### config.mk
export PLATFORM = sky130hd
export DESIGN_NAME = vram_arbiter
export DESIGN_NICKNAME = d
export VERILOG_FILES = /design/src/rtl/vram_arbiter.sv
export SDC_FILE = /design/constraint.sdc
export NUM_CORES = 1
export LEC_CHECK = 0
export BUFFER_PORTS_ARGS = -buffer_cell sky130_fd_sc_hd__buf_4
export CORE_ASPECT_RATIO = 0.75
export CORE_MARGIN = 1.5
export CORE_UTILIZATION = 29
export DETAILED_ROUTE_END_ITERATION = 12
export PLACE_DENSITY = 0.67
export SYNTH_ARGS = -nofsm -noshare
export SYNTH_HDL_FRONTEND = slang
export SYNTH_SLANG_ARGS = --single-unit
### constraint.sdc
create_clock -name clk_pixel -period 2.7 [get_ports clk_pixel]
set_clock_uncertainty 0.1 [all_clocks]
set_input_delay 0.54 -clock clk_pixel [delete_from_list [all_inputs] [get_ports clk_pixel]]
set_output_delay 0.54 -clock clk_pixel [all_outputs]
set_load 0.005 [all_outputs]
### src/rtl/vram_arbiter.sv
// Video RAM arbiter: video character fetches own the RAM port with zero wait,
// CPU req/ack accesses fill the remaining idle slots.
module vram_arbiter #(
  parameter int ADDR_WIDTH  = 16,
  parameter int DATA_WIDTH  = 8,
  parameter int STALL_WIDTH = 8
) (
  input  logic                   clk_pixel,
  input  logic                   clk_locked,
  input  logic [ADDR_WIDTH-1:0]  vid_addr,
  input  logic                   vid_en,
  output logic [DATA_WIDTH-1:0]  vid_data,
  input  logic                   cpu_req,
  input  logic                   cpu_we,
  input  logic [ADDR_WIDTH-1:0]  cpu_addr,
  input  logic [DATA_WIDTH-1:0]  cpu_wdata,
  output logic [DATA_WIDTH-1:0]  cpu_rdata,
  output logic                   cpu_ack,
  output logic [STALL_WIDTH-1:0] stall_cnt,
  output logic [ADDR_WIDTH-1:0]  ram_addr,
  output logic                   ram_en,
  output logic                   ram_we,
  output logic [DATA_WIDTH-1:0]  ram_wdata,
  input  logic [DATA_WIDTH-1:0]  ram_rdata
);

  typedef enum logic [1:0] {
    ST_IDLE = 2'd0,
    ST_RESP = 2'd1,
    ST_ACK  = 2'd2
  } state_t;

  state_t                 state_q, state_d;
  logic                   cpu_grant_s;
  logic                   we_q, we_d;
  logic                   cpu_ack_q, cpu_ack_d;
  logic [DATA_WIDTH-1:0]  cpu_rdata_q, cpu_rdata_d;
  logic                   vid_prev_q, vid_prev_d;
  logic [DATA_WIDTH-1:0]  vid_hold_q, vid_hold_d;
  logic [STALL_WIDTH-1:0] stall_q, stall_d;

  assign cpu_grant_s = (state_q == ST_IDLE) && cpu_req && !vid_en;

  // RAM port mux: video always wins, CPU only when granted.
  always_comb begin
    ram_addr  = {ADDR_WIDTH{1'b0}};
    ram_en    = 1'b0;
    ram_we    = 1'b0;
    ram_wdata = {DATA_WIDTH{1'b0}};
    if (vid_en) begin
      ram_addr = vid_addr;
      ram_en   = 1'b1;
    end else if (cpu_grant_s) begin
      ram_addr  = cpu_addr;
      ram_en    = 1'b1;
      ram_we    = cpu_we;
      ram_wdata = cpu_wdata;
    end else begin
      ram_en = 1'b0;
    end
  end

  // CPU FSM next state, captured write flag and read data.
  always_comb begin
    state_d     = state_q;
    we_d        = we_q;
    cpu_rdata_d = cpu_rdata_q;
    case (state_q)
      ST_IDLE: begin
        if (cpu_grant_s) begin
          state_d = ST_RESP;
          we_d    = cpu_we;
        end else begin
          state_d = ST_IDLE;
        end
      end
      ST_RESP: begin
        state_d = ST_ACK;
        // we_q is latched at grant so a protocol-violating CPU cannot alter it.
        if (!we_q) begin
          cpu_rdata_d = ram_rdata;
        end else begin
          cpu_rdata_d = cpu_rdata_q;
        end
      end
      ST_ACK:  state_d = ST_IDLE;
      default: state_d = ST_IDLE;
    endcase
    cpu_ack_d = (state_d == ST_ACK);
  end

  // Video hold register and saturating stall counter next state.
  always_comb begin
    vid_prev_d = vid_en;
    if (vid_prev_q) begin
      vid_hold_d = ram_rdata;
    end else begin
      vid_hold_d = vid_hold_q;
    end
    if ((state_q == ST_IDLE) && cpu_req && vid_en && (stall_q != {STALL_WIDTH{1'b1}})) begin
      stall_d = stall_q + {{(STALL_WIDTH-1){1'b0}}, 1'b1};
    end else begin
      stall_d = stall_q;
    end
  end

  // State and output registers.
  always_ff @(posedge clk_pixel or negedge clk_locked) begin
    if (!clk_locked) begin
      state_q     <= ST_IDLE;
      we_q        <= 1'b0;
      cpu_ack_q   <= 1'b0;
      cpu_rdata_q <= {DATA_WIDTH{1'b0}};
      vid_prev_q  <= 1'b0;
      vid_hold_q  <= {DATA_WIDTH{1'b0}};
      stall_q     <= {STALL_WIDTH{1'b0}};
    end else begin
      state_q     <= state_d;
      we_q        <= we_d;
      cpu_ack_q   <= cpu_ack_d;
      cpu_rdata_q <= cpu_rdata_d;
      vid_prev_q  <= vid_prev_d;
      vid_hold_q  <= vid_hold_d;
      stall_q     <= stall_d;
    end
  end

  assign vid_data  = vid_prev_q ? ram_rdata : vid_hold_q;
  assign cpu_rdata = cpu_rdata_q;
  assign cpu_ack   = cpu_ack_q;
  assign stall_cnt = stall_q;

endmodule

==> run metrics <==
share of cells above drive strength 1 63.33%; pre-CTS worst setup slack 430.7 ps; syn_area_per_cell 13.05 um^2; P&R area growth vs syn 64.34%; clock transition time at the flip-flop clock pins of the worst setup and hold paths 100 ps; cell family with most CP delay simple AND/OR/NAND/NOR gates; Crit. End Element output port; antenna violations before repair 0; placed instance area 2223 um^2; Avg WL per Cell 14.71 um; Vias/cell 4.637; Seq pwr share 43.4%; CTS Buffer Depth 2; Die Ht 63.10 um; mux contribution to synthesized area 15.86%; largest net degree at the start of global routing 29; critical path startpoint state_q[0]; critical path type reg -> out; critical-path cell list nor3b_4, nor2b_1, buf_4, a22o_1, buf_4; Crit path required time 2060 ps; CORE AREA 4546 um^2; global-route wire length before repair 6492 um; HPWL after DPL 3123 um; final setup fails 0; routability cong. 0.8107; crit path DAT 1730 ps; Comb power frac 33.8%; Pre-Repair DR Iteration Count 4; Clock Sinks 28; Power Density 618.9 nW/um^2; fill count 434; P_sw 385.5 uW; setup bufs post-CTS 0; Yosys reg bits 28; Pwr Total 1420 uW; outcome completed; VDD IR-drop max 0.0004395 V; fin nets 265; unique cell type count in the Yosys netlist 28; largest stage delay on the critical path 410 ps; Net Count, Synth 161; gr ovfl total 0; diode count 0; final worst slack 332.8 ps; Site Rows 21; CTS Buf Count 3; post-route minimum period 2367 ps; Final Util 50.48%; die area 5245 um^2; Routed Antenna Nets 0; Post-Route WL 3927 um; Lkg Pwr 0.001153 uW; vias in the first global route 1277; highest clock rate 422.4 MHz; final worst path period share 87.67%; switching share of power 27.14%; largest family of logic cells by synthesized area multiplexers; DRT iter0 DRCs 51; R2R Path Start stall_cnt[0]; crit-path max FO 16; CP bufs+invs 2; final instance area 2295 um^2; Worst Hold Class in -> async; max cap viols 0; clock network fraction of design power 22.8%; num ports 104; FF-to-FF setup slack 1020 ps; Synth Area in Simple Gates 13.62%; number of port buffers 103; Syn Inst Count 107; CP most frequent cell buf_4; Residual DRC 0; Die X-Extent 83.13 um; setup tns final 0 ps; Slew @ Worst Pin 424.5 ps; hold_buf cts 0; Root Buffer clkbuf_8; xor/xnor share of the synthesized area 2.509%; Cell Area, Synth 1396 um^2; GRT Total Usage 15.10%; Compound-Gate Fraction of Synth Area 14.07%; final count of pins violating max slew 0; DR vias 1238; RSZ-0062 raised after global routing false; Critical Path Source Type register; adder-cell share of the synthesized area 0.8961%; Ys Warns 0; Final Hold Vio Count 0; Initial Util 30.72%; P_int 1035 uW; post-cts repair resize count 0; TritonCTS clock tree built; number of H-tree levels 1; Rel. slew slack 71.63%; slowest CP cell dfrtp_1; Clock Latency Late Sink 270 ps; Seq/Total Area, Yosys 50.18%
[path summary, 6_finish.rpt]
kind,depth (start not counted),end
hold / removal,1,stall_cnt[7]
max in group asynchronous,1,cpu_rdata[2]
min in group clk_pixel,1,we_q
setup reg to reg,4,stall_cnt[1]
hold reg to reg,1,we_q
setup / recovery,5,ram_addr[5]
[cell families (layout without fill, tap and decap cells)]
group           Yosys count  after routing
compound gates           21             21
flops                    28             28
xor+xnor                  4              4
mux                      19             19
buf+inv                   7            110
simple gates             27             27
fa+ha+maj                 1              1
[routing by layer]
metal / GRT usage, % / part of all wire [%] / vias to the layer above
met5: 0 / 0 / -
met4: 2.708 / 0.74 / 0
met3: 4.587 / 6.5 / 4
met2: 23.17 / 46 / 52
met1: 21.30 / 47 / 590
li1: - / - / 592
[cell type report]
type	instances	area [um^2]	area share (%)
tap	57	71.32	3.108
clock buffer	3	41.29	1.799
multi-input combinational	72	655.6	28.57
clock inverter	1	30.03	1.309
sequential	28	700.7	30.53
timing repair buffer	106	795.8	34.68
[sequential cells by signal (all words and copies together) (netlist names)]
register,flops
cpu_rdata,8
stall_cnt,8
vid_hold_q,8
cpu_ack,1
state_q,1
vid_prev_q,1
we_q,1
[synthesized netlist by cell type (all sizes together)]
cell    instances  share of area, %
nor2            1              0.27
or2             1              0.45
dfrtp          28                50
mux2           19                16
o21a            1              0.54
buf             5               2.3
nand3           3               1.8
o211ai          1              0.54
a31oi           1              0.45
a22o           16                10
nor3            2               1.4
nand2           4               1.3
xnor2           1              0.63
and2            9               4.0
xor2            3               1.9
nor3b           1               1.3
ha              1              0.90
a41oi           1              0.63
nor2b           4               1.8
o311ai          1               1.9
and3            2               1.3
clkbuf          2              0.54
[power by group through the flow]
stage / logic (uW) / clock network (uW) / registers, uW
after floorplan: 195 / 0 / 614
after global placement: 483 / 0 / 618
after CTS: 488 / 338 / 618
after detailed placement: 486 / 0 / 627
after global routing: 525 / 357 / 637
final: 480 / 324 / 617
[layout by cell type (no fill, tap or decap), drive strengths merged]
master and count:
nor3b 1, xnor2 1, and3 2, a31oi 1, xor2 3, nor2 1, nand3 3, nand2 4
bufinv 1, o21a 1, clkbuf 3, or2 1, nor3 2, o311ai 1, mux2 19, o211ai 1
a41oi 1, dfrtp 28, buf 106, ha 1, nor2b 4, a22o 16, and2 9
[stage by stage]
step	hold WS, ps	std cells
floorplan	144.4	107
global placement	370.3	263
detailed placement	378.1	263
CTS	71.77	267
global route	82.75	267
finish	65.16	267
(Power assumes the default switching activity.)
